## config.mk

```make
export PLATFORM = sky130hd
export DESIGN_NAME = sdram_port_arbiter
export DESIGN_NICKNAME = d
export VERILOG_FILES = /design/src/rtl/sdram_port_arbiter.sv
export SDC_FILE = /design/constraint.sdc
export NUM_CORES = 1
export LEC_CHECK = 0
export BUFFER_PORTS_ARGS = -buffer_cell sky130_fd_sc_hd__buf_4
export CORE_AREA = 4 4 77 79
export CTS_CLUSTER_DIAMETER = 150
export DETAILED_ROUTE_END_ITERATION = 8
export DIE_AREA = 0 0 81 83
export HOLD_SLACK_MARGIN = 0.03
export PLACE_DENSITY = 0.9
export SLEW_MARGIN = 25
export SYNTH_ARGS = -nofsm -noshare
export SYNTH_HDL_FRONTEND = slang
export SYNTH_SLANG_ARGS = --single-unit
```

## constraint.sdc

```tcl
create_clock -name clk -period 6.25 [get_ports clk]
set_input_delay 1.5625 -clock clk [delete_from_list [all_inputs] [get_ports clk]]
set_output_delay 1.5625 -clock clk [all_outputs]
set_load 0.05 [all_outputs]
```

## src/rtl/sdram_port_arbiter.sv

```systemverilog
// sdram_port_arbiter
//   Shares the single Avalon-MM master port of the SDRAM controller between
//   two requesters: port 0 = VGA scanout reader, port 1 = HPS pixel writer.
//   One transfer is granted at a time, with one idle cycle between transfers.
//   Outstanding pipelined reads are tracked in a small return-ID FIFO so that
//   each m_readdatavalid is steered back to the port that issued the read.
//
// Ports
//   clk, reset                 system clock, asynchronous active-high reset
//   s{0,1}_address/read/write/writedata/byteenable   requester command
//   s{0,1}_waitrequest         1 = request not accepted this cycle
//   s{0,1}_readdata/readdatavalid                    read return
//   m_address/read/write/writedata/byteenable        command to controller
//   m_waitrequest, m_readdata, m_readdatavalid        controller response
//   orphan_err                 sticky: read return arrived with no read pending
//
// Configuration
//   SDRAM_ARB_FIXED_PRIO_EN    when defined, port 0 always wins arbitration in
//                              IDLE (port 1 may starve); default is round robin.

module sdram_port_arbiter #(
  parameter int ADDR_W      = 25,
  parameter int DATA_W      = 16,
  parameter int MAX_PENDING = 8
) (
  input  logic                clk,
  input  logic                reset,
  input  logic [ADDR_W-1:0]   s0_address,
  input  logic                s0_read,
  input  logic                s0_write,
  input  logic [DATA_W-1:0]   s0_writedata,
  input  logic [DATA_W/8-1:0] s0_byteenable,
  output logic                s0_waitrequest,
  output logic [DATA_W-1:0]   s0_readdata,
  output logic                s0_readdatavalid,
  input  logic [ADDR_W-1:0]   s1_address,
  input  logic                s1_read,
  input  logic                s1_write,
  input  logic [DATA_W-1:0]   s1_writedata,
  input  logic [DATA_W/8-1:0] s1_byteenable,
  output logic                s1_waitrequest,
  output logic [DATA_W-1:0]   s1_readdata,
  output logic                s1_readdatavalid,
  output logic [ADDR_W-1:0]   m_address,
  output logic                m_read,
  output logic                m_write,
  output logic [DATA_W-1:0]   m_writedata,
  output logic [DATA_W/8-1:0] m_byteenable,
  input  logic                m_waitrequest,
  input  logic [DATA_W-1:0]   m_readdata,
  input  logic                m_readdatavalid,
  output logic                orphan_err
);

  localparam int PTR_W = (MAX_PENDING > 1) ? $clog2(MAX_PENDING) : 1;
  localparam int CNT_W = $clog2(MAX_PENDING + 1);

  typedef enum logic [1:0] {IDLE, OWN0, OWN1} state_t;

  state_t           state;
  logic             last_grant;
  logic [CNT_W-1:0] pending;
  logic [PTR_W-1:0] wr_ptr;
  logic [PTR_W-1:0] rd_ptr;
  logic             fifo_id [MAX_PENDING];

  logic reads_full;
  logic elig0;
  logic elig1;
  logic grant0;
  logic accept;
  logic push;
  logic pop;
  logic head_id;

  // Command path: owner's fields pass straight through; read wins over write
  always_comb begin
    m_address      = '0;
    m_read         = 1'b0;
    m_write        = 1'b0;
    m_writedata    = '0;
    m_byteenable   = '0;
    s0_waitrequest = 1'b1;
    s1_waitrequest = 1'b1;
    case (state)
      OWN0: begin
        m_address      = s0_address;
        m_read         = s0_read;
        m_write        = s0_write & ~s0_read;
        m_writedata    = s0_writedata;
        m_byteenable   = s0_byteenable;
        s0_waitrequest = m_waitrequest;
      end
      OWN1: begin
        m_address      = s1_address;
        m_read         = s1_read;
        m_write        = s1_write & ~s1_read;
        m_writedata    = s1_writedata;
        m_byteenable   = s1_byteenable;
        s1_waitrequest = m_waitrequest;
      end
      default: ;
    endcase
  end

  assign reads_full = (pending == CNT_W'(MAX_PENDING));
  assign elig0      = s0_write | (s0_read & ~reads_full);
  assign elig1      = s1_write | (s1_read & ~reads_full);

`ifdef SDRAM_ARB_FIXED_PRIO_EN
  assign grant0 = elig0;
`else
  // Contention goes to the port that did not win last time
  assign grant0 = (elig0 & elig1) ? last_grant : elig0;
`endif

  assign accept = (state != IDLE) & (m_read | m_write) & ~m_waitrequest;
  assign push   = accept & m_read;
  // A return with nothing outstanding is dropped rather than popping a stale ID
  assign pop    = m_readdatavalid & (pending != '0);
  assign head_id = fifo_id[rd_ptr];

  // Return path: steer the strobe by the oldest outstanding ID
  assign s0_readdata      = m_readdata;
  assign s1_readdata      = m_readdata;
  assign s0_readdatavalid = pop & ~head_id;
  assign s1_readdatavalid = pop &  head_id;

  // Arbitration FSM
  always_ff @(posedge clk or posedge reset) begin
    if (reset) begin
      state      <= IDLE;
      last_grant <= 1'b1;
    end else begin
      case (state)
        IDLE: begin
          if (elig0 | elig1) begin
            state      <= grant0 ? OWN0 : OWN1;
            last_grant <= ~grant0;
          end
        end
        // Leave on accept, or at once if the owner withdrew its request
        default: begin
          if (!(m_read | m_write) || !m_waitrequest) state <= IDLE;
        end
      endcase
    end
  end

  // Outstanding-read bookkeeping
  always_ff @(posedge clk or posedge reset) begin
    if (reset) begin
      pending    <= '0;
      wr_ptr     <= '0;
      rd_ptr     <= '0;
      orphan_err <= 1'b0;
    end else begin
      if (push) wr_ptr <= wr_ptr + 1'b1;
      if (pop)  rd_ptr <= rd_ptr + 1'b1;
      case ({push, pop})
        2'b10:   pending <= pending + 1'b1;
        2'b01:   pending <= pending - 1'b1;
        default: ;
      endcase
      if (m_readdatavalid && pending == '0) orphan_err <= 1'b1;
    end
  end

  always_ff @(posedge clk) begin
    if (push) fifo_id[wr_ptr] <= (state == OWN1);
  end

  a_rw_excl0: assert property (@(posedge clk) disable iff (reset) !(s0_read && s0_write))
    else $error("port 0 asserted read and write together");
  a_rw_excl1: assert property (@(posedge clk) disable iff (reset) !(s1_read && s1_write))
    else $error("port 1 asserted read and write together");

endmodule

```

==> results.json <==
{
  "avgSynthCellArea_um2": 8.795,
  "synthMuxAreaShare": 0.03690,
  "avgViaCountPerCell": 5.032,
  "clockRootBuffer": "clkbuf_8",
  "routed_wl_um": 6411,
  "final.setup_skew_ns": 0.002119,
  "arrival_ns": 2.27,
  "cts_tree": "built",
  "synth_top_family_by_area": "simple AND/OR/NAND/NOR gates",
  "drive_gt1_frac": 0.4704,
  "power.leakage_nw": 1.371,
  "cts_hold_buffers": 0,
  "synth_cells": 239,
  "synth.top_cell.area_share": 0.1548,
  "synthAdderAreaFrac": 0.04762,
  "setup_viol": 0,
  "area_growth_pct": 44.40,
  "synthFlopType": "dfrtp_1",
  "rsz0062_at_grt": "false",
  "grt_use_total": 0.1834,
  "dpl.hpwl_um": 5122,
  "final_nets": 457,
  "max_clock_freq_ghz": 0.2609,
  "power_mw": 1.566,
  "cts.clk_slew.worst_paths_ns": 0.08,
  "yosysSeqAreaShare": 0.2815,
  "clk_latency_ns": 0.26,
  "drcViolationCount": 0,
  "syn_nets": 357,
  "coreArea_um2": 5338,
  "die_x_um": 81,
  "p_per_area_nw_per_um2": 516.0,
  "cap_violations": 0,
  "grt_start_max_net_pins": 55,
  "syn_area_um2": 2102,
  "initial_core_util": 0.3938,
  "grt_first_pass_wirelength_um": 10010,
  "tightest_slew_ns": 0.9597,
  "grt_antenna_before_repair": 0,
  "vias": 2063,
  "yosys_warnings": 0,
  "synth-compound-area-share": 0.2113,
  "finalMaxSlewViolations": 0,
  "ys_async_sr_fraction": 0.6364,
  "synth_common_cells": "a22oi_1, nor2b_1, buf_4",
  "ant_nets": 0,
  "period_needed_ns": 3.833,
  "die-area_um2": 6723,
  "wl_per_cell_um": 15.64,
  "die_y_um": 83,
  "synthTopCellsByArea": "dfrtp_1, a22oi_1, nor2b_1",
  "cts-buffers-inserted": 3,
  "ir_drop_mv": 0.2488,
  "cp-start-kind": "input pin",
  "rows": 27,
  "hold_violations": 0,
  "worstSetupPathType": "in -> out",
  "overflow": 0,
  "synth.largest_area_cell": "dfrtp_1",
  "synthSimpleGateAreaFrac": 0.2268,
  "crit_fanout": 4,
  "postCtsSetupBuffers": 0,
  "drt-pass1-iter-count": 4,
  "fin_setup_tns_ns": 0,
  "status": "complete, no violations",
  "io_buffer_count": 143,
  "max_slew_margin": 0.3602,
  "clock_sinks": 22,
  "hp-class": "reg -> reg",
  "pin_count": 192,
  "diodes": 0,
  "drt_iter0_drc": 117,
  "ys_ff_latch": 22,
  "grt_pass1_vias": 2067,
  "cts_resized": 0,
  "layout_worst_path_cycle_share": 0.6134,
  "synthDistinctLibCells": 38,
  "critical_path_required_ns": 4.69,
  "gp_congestion": 0.8283,
  "htree_num_levels": 1,
  "end_kind": "output pin",
  "nFillCells": 486,
  "cts_buffer_depth": 2,
  "synth_edf_count": 8,
  "synthXorXnorAreaFrac": 0.03750
}
==> cell usage in the layout (no fill, tap or decap) <==
master	synthesis	routed
a21o_1	1	1
a21oi_1	4	4
a22o_1	1	1
a22oi_1	43	43
a31o_2	1	1
a32oi_1	1	1
and2_1	2	2
and3_1	1	1
buf_4	32	144
bufinv_16	0	1
clkbuf_8	0	3
dfrtp_1	13	13
dfstp_2	1	1
edfxtp_1	8	8
ha_1	8	6
ha_2	0	2
inv_1	5	5
mux2_2	2	2
mux2i_1	1	1
mux4_2	2	2
nand2_1	12	12
nand2b_1	7	7
nand4b_1	2	2
nor2_1	10	10
nor2b_1	43	43
nor3_1	2	2
nor3b_1	1	1
nor4_1	1	1
o21ai_0	2	2
o21ba_2	1	1
o22ai_1	2	2
o2bb2ai_1	1	1
o311ai_4	1	1
or4_1	1	1
or4b_4	1	1
xnor2_1	5	5
xor2_1	4	4
==> per-stage QoR <==
step	worst slack [ns]	utilization	hold WS [ns]	instances	cell area (µm²)
2_1_floorplan	2.340	-	0.4574	239	2102
3_3_place_gp	2.421	0.5549	0.4427	406	2962
5_1_grt	2.263	0.5687	0.5051	410	3035
6_report	2.417	0.5687	0.4807	410	3035
3_5_place_dp	2.416	0.5553	0.4774	406	2964
4_1_cts	2.415	0.5687	0.4956	410	3035
==> worst max-delay path, stage by stage <==
cell    delay (ns)
buf_4         0.12
a22o_1        0.23
and2_1        0.17
buf_4         0.19
==> report_power, final <==
part | leakage, nW | internal, mW | total [mW] | switching (mW)
clock | 0.0357 | 0.0854 | 0.130 | 0.0444
sequential | 0.240 | 0.205 | 0.262 | 0.0571
combinational | 1.09 | 0.433 | 1.17 | 0.741
total | 1.37 | 0.724 | 1.57 | 0.843
==> cell type report <==
cell class                      count  area [µm²]  share of cell area
Inverter                            5       18.77            0.006183
Clock buffer                        3       41.29             0.01360
Tap cell                           72       90.09             0.02968
Sequential cell                    22       591.8              0.1950
Timing Repair Buffer              144        1081              0.3561
Multi-Input combinational cell    163        1182              0.3895
Clock inverter                      1       30.03            0.009893
==> layer usage <==
metal,GRT usage,routed length [µm]
met5,0,0
met4,0.04301,67
met3,0.05640,631
met2,0.3152,3272
met1,0.2199,2440
==> state kept, by name (all words and copies together), names as in the netlist <==
register and flops:
last_grant 1, fifo_id 8, rd_ptr 3, state 2, wr_ptr 3, orphan_err 1
pending 4
==> path summary, 6_finish.rpt <==
path	start	endpoint	slack, ns	cells after the start
setup / recovery	s0_read	m_read	2.42	4
hold / removal	orphan_err	orphan_err	0.48	1
setup reg to reg	state[0]	pending[2]	2.94	12
hold reg to reg	orphan_err	orphan_err	0.48	1
max in group asynchronous	reset	last_grant	4.53	2
min in group asynchronous	reset	orphan_err	1.35	2
==> cells by family (layout without fill, tap and decap cells) <==
logic type	Yosys count	after routing
simple gates	83	83
mux	5	5
xor+xnor	9	9
flops	22	22
compound gates	58	58
fa+ha+maj	8	8
buf+inv	54	153
Power figures use the tool's default switching activity.
